$ cat src/rtl/uart_sched_pkg.sv
// Shared types and the round-robin picker for the uart_tx scheduler.
// Requester count is capped at 16, so indices fit in 4 bits.
package uart_sched_pkg;

    typedef enum logic [1:0] {
        IDLE,
        START,
        WAIT_DONE,
        GAP
    } state_e;

    localparam int MAX_REQ = 16;
    localparam int IDX_W   = 4;

    typedef struct packed {
        logic             found;
        logic [IDX_W-1:0] idx;
    } rr_pick_t;

    // Scan from last+1 with wrap at n; the first set bit wins.
    function automatic rr_pick_t rr_pick(
        input logic [MAX_REQ-1:0] valid,
        input logic [IDX_W-1:0]   last,
        input int                 n
    );
        rr_pick_t r;
        int       i;
        r = '0;
        for (int k = 1; k <= MAX_REQ; k++) begin
            if (k <= n) begin
                i = (int'(last) + k) % n;
                if (!r.found && valid[IDX_W'(i)]) begin
                    r.found = 1'b1;
                    r.idx   = IDX_W'(i);
                end
            end
        end
        return r;
    endfunction

endpackage

$ cat src/rtl/uart_baud_gen.sv
// Free-running baud divider: one tick every baud_div+1 clocks.
// A divisor lowered below the count wraps at the next compare.
module uart_baud_gen #(
    parameter int DIV_W = 16
) (
    input  logic             clk,
    input  logic             rst,
    input  logic [DIV_W-1:0] baud_div,
    output logic             tick
);

    logic [DIV_W-1:0] div_cnt;
    logic             hit;

    // >= rather than == so a shrunken divisor never strands the count
    assign hit  = (div_cnt >= baud_div);
    assign tick = hit & ~rst;

    // Divider counter, cleared after each tick
    always_ff @(posedge clk) begin
        if (rst) begin
            div_cnt <= '0;
        end else if (hit) begin
            div_cnt <= '0;
        end else begin
            div_cnt <= div_cnt + DIV_W'(1);
        end
    end

endmodule

$ cat src/rtl/uart_tx_sched.sv
// Round-robin scheduler sharing one uart_tx among N_REQ producers.
// Sequences start, done wait with watchdog, and an inter-frame gap.
module uart_tx_sched
    import uart_sched_pkg::*;
#(
    parameter int DATA_BITS     = 8,
    parameter int N_REQ         = 4,
    parameter int DIV_W         = 16,
    parameter int GAP_TICKS     = 1,
    parameter int TIMEOUT_TICKS = 16
) (
    input  logic                       clk,
    input  logic                       rst,
    input  logic [DIV_W-1:0]           baud_div,
    input  logic [N_REQ-1:0]           req_valid,
    input  logic [N_REQ*DATA_BITS-1:0] req_data,
    output logic [N_REQ-1:0]           req_ready,
    output logic                       tick,
    output logic                       tx_start,
    output logic [DATA_BITS-1:0]       tx_data,
    input  logic                       tx_done,
    output logic [$clog2(N_REQ)-1:0]   grant_id,
    output logic                       busy,
    output logic                       timeout_err
);

    localparam int GW = $clog2(N_REQ);
    localparam int CNT_MAX =
        (TIMEOUT_TICKS > GAP_TICKS) ? TIMEOUT_TICKS : GAP_TICKS;
    localparam int CNT_W = $clog2(CNT_MAX + 1);

    localparam logic [CNT_W-1:0] TO_LAST =
        CNT_W'((TIMEOUT_TICKS > 0) ? TIMEOUT_TICKS - 1 : 0);
    localparam logic [CNT_W-1:0] GAP_LAST =
        CNT_W'((GAP_TICKS > 0) ? GAP_TICKS - 1 : 0);

    state_e           state;
    state_e           state_n;
    logic [CNT_W-1:0] tick_cnt;
    logic [CNT_W-1:0] tick_cnt_n;
    logic [GW-1:0]    last_grant;
    logic [GW-1:0]    win;
    logic             take;
    rr_pick_t         pick;

    uart_baud_gen #(
        .DIV_W (DIV_W)
    ) u_baud (
        .clk      (clk),
        .rst      (rst),
        .baud_div (baud_div),
        .tick     (tick)
    );

    // Winner among valid requesters, starting after the last grant
    always_comb begin
        pick = rr_pick(MAX_REQ'(req_valid),
                       IDX_W'(last_grant), N_REQ);
        win  = pick.idx[GW-1:0];
    end

    assign busy = (state != IDLE);

    // Next state, tick counter and strobes for the frame sequence
    always_comb begin
        state_n     = state;
        tick_cnt_n  = tick_cnt;
        req_ready   = '0;
        tx_start    = 1'b0;
        timeout_err = 1'b0;
        take        = 1'b0;
        unique case (state)
            IDLE: begin
                if (pick.found) begin
                    req_ready[win] = 1'b1;
                    take           = 1'b1;
                    state_n        = START;
                end
            end
            START: begin
                tx_start = 1'b1;
                if (tick) begin
                    state_n    = WAIT_DONE;
                    tick_cnt_n = '0;
                end
            end
            WAIT_DONE: begin
                if (tx_done) begin
                    state_n    = GAP;
                    tick_cnt_n = '0;
                end else if (tick) begin
                    if (tick_cnt == TO_LAST) begin
                        timeout_err = 1'b1;
                        state_n     = GAP;
                        tick_cnt_n  = '0;
                    end else begin
                        tick_cnt_n = tick_cnt + CNT_W'(1);
                    end
                end
            end
            GAP: begin
                if (GAP_TICKS == 0) begin
                    state_n = IDLE;
                end else if (tick) begin
                    if (tick_cnt == GAP_LAST) begin
                        state_n    = IDLE;
                        tick_cnt_n = '0;
                    end else begin
                        tick_cnt_n = tick_cnt + CNT_W'(1);
                    end
                end
            end
            default: begin
                state_n = IDLE;
            end
        endcase
        if (rst) begin
            req_ready   = '0;
            tx_start    = 1'b0;
            timeout_err = 1'b0;
            take        = 1'b0;
        end
    end

    // State and tick counter registers
    always_ff @(posedge clk) begin
        if (rst) begin
            state    <= IDLE;
            tick_cnt <= '0;
        end else begin
            state    <= state_n;
            tick_cnt <= tick_cnt_n;
        end
    end

    // Capture byte and requester on the accept edge
    always_ff @(posedge clk) begin
        if (rst) begin
            last_grant <= GW'(N_REQ - 1);
            grant_id   <= '0;
            tx_data    <= '0;
        end else if (take) begin
            last_grant <= win;
            grant_id   <= win;
            tx_data    <= req_data[win*DATA_BITS +: DATA_BITS];
        end
    end

endmodule
$ cat config.mk
export PLATFORM = sky130hd
export DESIGN_NAME = uart_tx_sched
export DESIGN_NICKNAME = d
export VERILOG_FILES = /design/src/rtl/uart_sched_pkg.sv /design/src/rtl/uart_baud_gen.sv /design/src/rtl/uart_tx_sched.sv
export SDC_FILE = /design/constraint.sdc
export NUM_CORES = 1
export LEC_CHECK = 0
export CAP_MARGIN = 20
export CELL_PAD_IN_SITES_DETAIL_PLACEMENT = 0
export CELL_PAD_IN_SITES_GLOBAL_PLACEMENT = 1
export CORE_AREA = 8 8 87 89
export CTS_CLUSTER_DIAMETER = 200
export CTS_CLUSTER_SIZE = 20
export DETAILED_ROUTE_END_ITERATION = 10
export DIE_AREA = 0 0 95 97
export DONT_BUFFER_PORTS = 1
export PLACE_DENSITY_LB_ADDON = 0.1
export SYNTH_ARGS = -nofsm -noshare
export SYNTH_HDL_FRONTEND = slang
export SYNTH_SLANG_ARGS = --single-unit
$ cat constraint.sdc
create_clock -name clk -period 3.8 [get_ports clk]
set_input_delay 1.14 -clock clk [delete_from_list [all_inputs] [get_ports clk]]
set_output_delay 1.14 -clock clk [all_outputs]
set_load 0.1 [all_outputs]
After elaboration in Yosys (flattened, before gate mapping) --
Cells that the tools add are included.
Word-level totals: bits in registers 35, output and inout port bits 18, word-level logic and storage cells 100, bits of input ports 55
Cells by class: shift-type cells 1, bitwise logic cells 6, mux-type cells 46, add/sub/neg operators 6, reductions and logical operators 18, equality and inequality tests 10, magnitude comparators 7
Operator list (count):
- 5-bit 2-to-1 mux | 10
- 32-bit by 6-bit indexed part select with 8-bit output | 1
- 3-bit by 6-bit less-than comparator with 1-bit output, second input constant | 4
- 1-bit 2-to-1 mux | 19
- 16-bit by 1-bit adder with 16-bit output, second input constant | 1
- 16-bit greater-or-equal comparator | 1
- 5-bit one-hot mux with 3 select lines | 1
- 2-bit 2-to-1 mux | 7
- 1-bit binary-select mux with 3-bit select | 4
- 4-bit 2-to-1 mux | 3
- 2-bit OR reduction | 5
- 2-bit inequality test, second input constant | 4
- 2-bit one-hot mux with 4 select lines | 1
- 3-bit inequality test, second input constant | 2
- 6-bit AND reduction | 1
- 5-bit by 1-bit adder with 5-bit output, second input constant | 1
- 5-bit by 4-bit == test with 1-bit output, second input constant | 1
- 5-bit zero test | 1
- 2-bit by 1-bit adder with 2-bit output, second input constant | 2
- 2-bit adder, second input constant | 2
- 1-bit AND, first input constant | 4
- 2-bit == test, second input constant | 2
- 1-bit logical AND | 4
- 4-bit AND reduction | 1
- other kinds (10) | 12

Logic depth before layout (Yosys ltp) --
Gate-level depths: netlist of the first run.
word-level depth 23, depth in mapped cells 11, depth with buffers taken out 9

Modules after synthesis --
A second synthesis of the first run with hierarchy kept.
Second synthesis, totals: cell total of the unflattened synthesis 289, area, all modules 2513.7 um2
Modules (own cells, without submodules):
- uart_tx_sched | times used 1, area an instance 1361.3 um2, cells each 159, seq. area each 380.4 um2
- uart_baud_gen | times used 1, area an instance 1152.4 um2, cells each 130, seq. area each 320.3 um2

Worst setup path after synthesis of the first run --
Ideal clock, no wire load.
path type input to output, start point in req_valid[3], end point out req_ready[1], path buffers 1, required time 2660 ps, setup slack -1991 ps, arrival 4651 ps, cell stages on the path 5, cells stage by stage inv_1 -> a211oi_1 -> a211oi_2 -> buf_2 -> nor4_1
Between the ends: cells in the longest elaborated chain, start to end 20, elaborated cells on any way between the ends 30, those cells by class order compare: 2; mux: 21; reduce/logical: 7
RTL lines:
- start, declared | RTL line uart_tx_sched.sv:15 | input logic [N_REQ-1:0] req_valid,
- 1-bit binary-select mux with 3-bit select | RTL line uart_sched_pkg.sv:32 | if (!r.found && valid[IDX_W'(i)]) begin
- 1-bit 2-to-1 mux (implied by the code) (2 in a row) | RTL line uart_sched_pkg.sv:32
- 5-bit 2-to-1 mux | RTL line uart_sched_pkg.sv:32
- 1-bit zero test | RTL line uart_sched_pkg.sv:32
- 1-bit logical AND | RTL line uart_sched_pkg.sv:32
- 5-bit 2-to-1 mux | RTL line uart_sched_pkg.sv:32
- 1-bit zero test | RTL line uart_sched_pkg.sv:32
- 1-bit logical AND | RTL line uart_sched_pkg.sv:32
- (+3 left out)
- 5-bit 2-to-1 mux * | RTL line uart_sched_pkg.sv:32
- 2-bit by 3-bit less-than comparator with 1-bit output (implied by the code) or 2-bit by 1-bit greater-or-equal comparator with 1-bit output (tied branches) | RTL line uart_tx_sched.sv:75 | req_ready[win] = 1'b1;
- 1-bit logical AND (implied by the code) | RTL line uart_tx_sched.sv:75
- 1-bit 2-to-1 mux (implied by the code) | RTL line uart_tx_sched.sv:75
- 1-bit demux with 2-bit select | RTL line uart_tx_sched.sv:75
- 4-bit 2-to-1 mux * | RTL line uart_tx_sched.sv:74 | if (pick.found) begin
- 4-bit 2-to-1 mux * | RTL line uart_tx_sched.sv:72 | unique case (state)
- 4-bit 2-to-1 mux * | RTL line uart_tx_sched.sv:117 | if (rst) begin
- end, declared | RTL line uart_tx_sched.sv:17 | output logic [N_REQ-1:0] req_ready,
Every way passes the cells marked *; elsewhere a longest branch is shown, timed or not. The select of a mux whose other input is x is not followed.

Worst setup path in the final report of the first run --
start point in baud_div[10], end point out timeout_err
Between the ends: cells in the longest elaborated chain, start to end 6
RTL lines:
- start, declared | RTL line uart_tx_sched.sv:14 | input logic [DIV_W-1:0] baud_div,
- 16-bit greater-or-equal comparator | RTL line uart_baud_gen.sv:16 | assign hit = (div_cnt >= baud_div);
- 1-bit AND | RTL line uart_baud_gen.sv:17 | assign tick = hit & ~rst;
- 1-bit 2-to-1 mux | RTL line uart_tx_sched.sv:91 | end else if (tick) begin
- 1-bit 2-to-1 mux | RTL line uart_tx_sched.sv:88 | if (tx_done) begin
- 1-bit 2-to-1 mux | RTL line uart_tx_sched.sv:72
- 1-bit 2-to-1 mux | RTL line uart_tx_sched.sv:117
- end, declared | RTL line uart_tx_sched.sv:24 | output logic timeout_err
Every way passes these cells.

==> results of run 1 <==
[Yosys cell counts, types with 2 or more instances]
master    instances
nand2_1          39
dfxtp_1          35
inv_1            31
nor2_1           27
ha_1             26
a21oi_1          18
nand3_1          11
mux2i_1           8
o211ai_1          8
xnor2_1           7
xor2_1            7
clkbuf_1          6
mux2_1            6
nand2b_1          6
and3_1            5
o21ai_0           4
o22ai_1           3
a211o_1           2
a21o_2            2
and2_2            2
buf_6             2
mux2_2            2
nand4_1           2
nor2b_1           2
nor3_1            2
nor4_1            2
o21a_1            2
o31ai_1           2
[state kept, by name (all words and copies together), names as in the netlist]
name / flops
tx_data: 8
last_grant: 2
state: 2
grant_id: 2
tick_cnt: 5
u_baud.div_cnt: 16
[cells in the final DEF, fill, tap and decap left out, types with 3 or more instances in the layout]
master and n:
inv_4 3, o22ai_1 3, dfxtp_1 35, nand2b_1 6, xor2_1 7, buf_12 5
ha_4 6, inv_1 26, mux2i_1 8, ha_1 20, xnor2_1 7, o211ai_1 8
o21ai_0 4, mux2_1 6, nand3_1 11, and3_1 3, buf_4 10, nand2_1 39
a21oi_1 18, clkbuf_8 5, nor2_1 26
[metrics by stage]
step	total power (uW)	cells	setup slack, ns
final	1760	382	-0.00759
after global routing	1890	382	-0.0669
after CTS	1790	382	0.00143
after detailed placement	1510	374	-0.166
after global placement	1510	374	-0.174
after floorplan	1340	292	-0.110
[metal layers]
metal  GRT usage [%]  vias to the layer above  share of wire [%]
li1                -                     1025                  -
met1            15.0                      894                 45
met2            21.2                       50                 48
met3            4.79                        4                6.3
met4            3.97                        0               0.72
met5               0                        -                  0
[cell type report]
cell class,count,area [um^2]
clock inverter,1,5.00
fill,635,3350
timing repair buffer,15,175
tap,77,96.3
clock buffer,7,76.3
sequential,35,701
inverter,31,136
multi-input combinational,216,1670
[worst max-delay path, cell delays in order]
cell,delay [ns]
inv_4,0.04
ha_4,0.19
a41o_1,0.26
a221oi_4,0.30
a21boi_2,0.21
o21ai_2,0.07
and2_4,0.14
and3_4,0.15
buf_12,0.16
[cell families (layout without fill, tap and decap cells)]
kind of cell	after synthesis	after routing
adder cells (fa/ha/maj)	26	26
flip-flops	35	35
AND/OR/NAND/NOR	104	104
XOR/XNOR	14	14
AO/OA/AOI/OAI	56	56
multiplexers	16	16
buffers and inverters	41	54
[worst min-delay path by stage]
stage / from / end / slack [ns] / cells after the start
global route: u_baud.div_cnt[0] / u_baud.div_cnt[0] / 0.52 / 1
floorplan: u_baud.div_cnt[0] / u_baud.div_cnt[0] / 0.44 / 1
finish: u_baud.div_cnt[0] / u_baud.div_cnt[0] / 0.48 / 1
detailed placement: u_baud.div_cnt[0] / u_baud.div_cnt[0] / 0.47 / 1
CTS: u_baud.div_cnt[0] / u_baud.div_cnt[0] / 0.49 / 1
global placement: u_baud.div_cnt[0] / u_baud.div_cnt[0] / 0.47 / 1
[what timing repair did]
item | 4_1_cts | 5_1_grt
setup endpoints to repair | 2 | 1
resized for setup | 11 | 1
pin swaps | 9 | 0
[power groups by stage]
stage,combinational (uW),clock [uW],sequential [uW]
2_1_floorplan,576,0,761
3_3_place_gp,725,0,783
3_5_place_dp,731,0,783
4_1_cts,736,277,776
5_1_grt,815,294,782
6_report,727,262,773
==> impl_metrics.ini, run 1 <==
[outcome]
status = finished, violations left
violations = setup timing

[floorplanning]
dieHeight_um = 97
ios = 73
design.die.area_um2 = 9220
fp.coreArea_um2 = 6200
dieWidth_um = 95
rows = 29
start_util_pct = 38.7

[worst_setup_path]
start_kind = primary input
r2r_end = tx_data[4]
r2r_slack_ns = 1.47
timing.rr.start = state[0]
crit_required_ns = 2.66
r2r_cells = 6
worstPathArrival_ns = 2.67
cp_max_fo = 3
end_kind = output pin
endpoint = timeout_err
critical_path_class = in2out
worstSetupStartpoint = baud_div[10]

[sta]
tightest_slew_ns = 1.01
rsz0062_at_grt = yes
min_period_ns = 3.81
finalSetupViolCount = 1
setup_tns_ns = -0.00759
max_slew_margin_pct = 32.3
layout_setup_ws_ns = -0.00759
fmax_mhz = 263
whs_ns = 0.481
finalHoldViolCount = 0
report.final.slew_viol_count = 0
period_share_pct = 100
clock_skew_ns = 0.00692

[final_layout]
num_antenna_cells = 0
syn_to_final_growth_pct = 19.0
drive_gt1_share_pct = 18.7
fin_area_um2 = 2860
fin_util_pct = 46.1
nNetsFinal = 385

[cts]
post_cts_buffers = 0
cts_hold_buf = 0
clock_latency_ns = 0.29
clkTransAtPathRegs_ns = 0.07
cts_htree_levels = 2
clk_path_buf_depth = 2
cts_tree = done
clkSinkCount = 35
root_buffer = clkbuf_8
cts-buffers-inserted = 5

[synthesis]
synth_xor_area_share_pct = 5.11
yosysTopAreaCellShare_pct = 29.2
ys.flop_type = dfxtp_1
syn_area_um2 = 2400
synthCells = 292
synth_enable_flop_cells = 0
synth_warnings = 0
async_reset_ff_share_pct = 0
synth_fa_ha_area_share_pct = 13.5
ys_seq_area_share_pct = 29.2
synth.area.mux_share_pct = 7.09
yosysTopAreaCell = dfxtp_1
ys_ff_latch = 35
syn_nets = 373
synth_area_per_cell_um2 = 8.22
synth_top_family_by_area = simple AND/OR/NAND/NOR gates
synth_compound_area_share_pct = 17.2
yosys.area_share.simple_pct = 20.6
yosysUniqueCellTypes = 51
netlist_top_cells_area = dfxtp_1 (29%), ha_1 (14%), nand2_1 (6.1%)

[placement]
gp_congestion = 0.703
hpwl_um = 4400
portBuffers = 0
dpl-instance-area_um2 = 2700

[run]
drv_cap = 0

[power_and_ir_drop]
power.leakage_uw = 0.00119
max-vdd-ir-drop_uv = 450
power_density_nw_per_um2 = 616
p_int_uw = 821
seqPwrFrac_pct = 43.9
comb_power_share_pct = 41.3
switchingPower_uw = 940
p_sw_share_pct = 53.4
clkPwrFrac_pct = 14.8

[grt]
grt_pass1_vias = 2006
grt_pass1_wl_um = 9570
grt_max_degree = 22
grt_usage_pct = 12.9
antenna_found_initial = 0
grt_overflow = 0

[route]
first_pass_iters = 4
routed_wl_um = 5560
postRouteAntennaNets = 0
avgViaCountPerCell = 5.16
post_drt_wl_per_cell_um = 14.5
drcViolationCount = 0
vias = 1973
drt_iter0_drc = 73

[worst_hold_path]
hp-class = reg2reg
(Power assumes the default switching activity.)
==> run 2: changes to the inputs <==
--- a/config.mk
+++ b/config.mk
@@ -14,7 +14,9 @@
 export DETAILED_ROUTE_END_ITERATION = 10
 export DIE_AREA = 0 0 95 97
 export DONT_BUFFER_PORTS = 1
+export GPL_TIMING_DRIVEN = 1
 export PLACE_DENSITY_LB_ADDON = 0.1
+export SKIP_CTS_REPAIR_TIMING = 1
 export SYNTH_ARGS = -nofsm -noshare
 export SYNTH_HDL_FRONTEND = slang
 export SYNTH_SLANG_ARGS = --single-unit
==> run 2 against run 1 <==
  * The flow now finishes without violations
  * Largest cell class unchanged
  * Maximum frequency is 0.70% higher
  * Clock skew about the same
  * Critical path depth is the same
  * Critical path type unchanged
  * Core utilization increased by 0.60 points
  * Critical endpoint unchanged
  * Highest routed layer unchanged
  * Setup slack improved by 0.026 ns
==> impl_metrics.ini, run 2 (same netlist as run 1, synthesis figures left out) <==
[worst_setup_path]
end_kind = output pin
r2r_cells = 6
r2r_slack_ns = 1.47
worstPathArrival_ns = 2.64
endpoint = timeout_err
critical_path_class = in2out
cp_max_fo = 3
start_kind = primary input
crit_path_top_delay_cell = a221oi_4
crit_required_ns = 2.66
timing.rr.start = state[0]
cp_slowest_stage_delay_ns = 0.29
r2r_end = tx_data[4]
crit_chain = inv_8 -> ha_4 -> a41o_1 -> a221oi_4 -> a21boi_2 -> o21ai_2 -> and2_4 -> and3_4 -> buf_12
worstSetupStartpoint = baud_div[10]

[sta]
period_share_pct = 99.5
rsz0062_at_grt = yes
clock_skew_ns = 0.00693
fmax_mhz = 264
report.final.slew_viol_count = 0
layout_setup_ws_ns = 0.0188
max_slew_margin_pct = 32.3
finalSetupViolCount = 0
min_period_ns = 3.78
setup_tns_ns = 0
tightest_slew_ns = 1.01
finalHoldViolCount = 0

[route]
drcViolationCount = 0
routed_wl_um = 5600
post_drt_wl_per_cell_um = 14.6
drt_iter0_drc = 69
first_pass_iters = 4
vias = 1972
postRouteAntennaNets = 0
avgViaCountPerCell = 5.15

[power_and_ir_drop]
p_int_uw = 825
clkPwrFrac_pct = 14.8
comb_power_share_pct = 41.4
power.leakage_uw = 0.00120
max-vdd-ir-drop_uv = 450
p_sw_share_pct = 53.3
switchingPower_uw = 942
power_density_nw_per_um2 = 610
p_total_uw = 1770
seqPwrFrac_pct = 43.8

[run]
drv_cap = 0

[floorplanning]
dieHeight_um = 97
dieWidth_um = 95
rows = 29
fp.coreArea_um2 = 6200
ios = 73
design.die.area_um2 = 9220
start_util_pct = 38.7

[cts]
cts_tree = done
clock_latency_ns = 0.29
clkTransAtPathRegs_ns = 0.07
root_buffer = clkbuf_8
cts-buffers-inserted = 5
cts_htree_levels = 2
clk_path_buf_depth = 2
clkSinkCount = 35

[final_layout]
num_antenna_cells = 0
nFillCells = 626
fin_util_pct = 46.7
nNetsFinal = 386
final_cell_mix = nand2_1 (39), dfxtp_1 (35), inv_1 (27)
reg.largest.list = u_baud.div_cnt: 16 flops, tx_data: 8 flops, tick_cnt: 5 flops
final_common_cell = nand2_1
syn_to_final_growth_pct = 20.6
top_register = u_baud.div_cnt
drive_gt1_share_pct = 19.3
instances_no_fill = 383
largest_register_ffs = 16

[grt]
grt_overflow = 0
grt_usage_pct = 12.7
grt_pass1_vias = 1987
grt_pass1_wl_um = 9450
antenna_found_initial = 0
grt_max_degree = 22

[worst_hold_path]
hp-class = reg2reg

[placement]
hpwl_um = 4400
place_inst = 374
pre_cts_slack_ns = -0.166
gp_congestion = 0.703
portBuffers = 0

[outcome]
status = completed
==> run 2: power by group through the flow <==
stage	Combinational, uW	Clock, uW	Sequential, uW
after floorplan	576	0	761
after global routing	820	294	782
after detailed placement	731	0	783
final	732	262	773
after global placement	725	0	783
after CTS	733	277	776
==> run 2: critical path, delay by kind of cell <==
family / cells / cell delay (ns)
AOI/OAI and AO/OA: 4 / 0.83
buffers and inverters: 2 / 0.17
and+or+nand+nor: 2 / 0.29
adders and majority gates: 1 / 0.20
==> run 2: per-layer routing <==
layer | up-vias | global-route usage, % | wire [um] | share of wire [%]
li1 | 1028 | - | - | -
met1 | 890 | 14.9 | 2530 | 45
met2 | 50 | 20.6 | 2670 | 48
met3 | 4 | 4.79 | 350 | 6.3
met4 | 0 | 3.97 | 40 | 0.71
met5 | - | 0 | 0 | 0
==> run 2: area by class of cell <==
cell class                 instances  area, um^2  share of cell area [%]
sequential                        35         701                    24.2
multi-input combinational        216        1690                    58.5
timing repair buffer              16         183                    6.31
clock buffer                       7        76.3                    2.64
tap                               77        96.3                    3.33
clock inverter                     1        5.00                   0.173
inverter                          31         141                    4.88
==> run 2: metrics by stage <==
step           cell area [um^2]  hold slack (ns)
6_report                   2900            0.481
2_1_floorplan              2480            0.437
5_1_grt                    2900            0.522
4_1_cts                    2780            0.485
3_3_place_gp               2700            0.467
3_5_place_dp               2700            0.468
==> run 2: how the worst min path moves through the flow <==
stage                                  from  slack (ns)  cells past startpoint                end
after floorplan           u_baud.div_cnt[0]        0.44                      1  u_baud.div_cnt[0]
after global placement    u_baud.div_cnt[0]        0.47                      1  u_baud.div_cnt[0]
after detailed placement  u_baud.div_cnt[0]        0.47                      1  u_baud.div_cnt[0]
after CTS                 u_baud.div_cnt[0]        0.49                      1  u_baud.div_cnt[0]
after global routing      u_baud.div_cnt[0]        0.52                      1  u_baud.div_cnt[0]
final                     u_baud.div_cnt[0]        0.48                      1  u_baud.div_cnt[0]
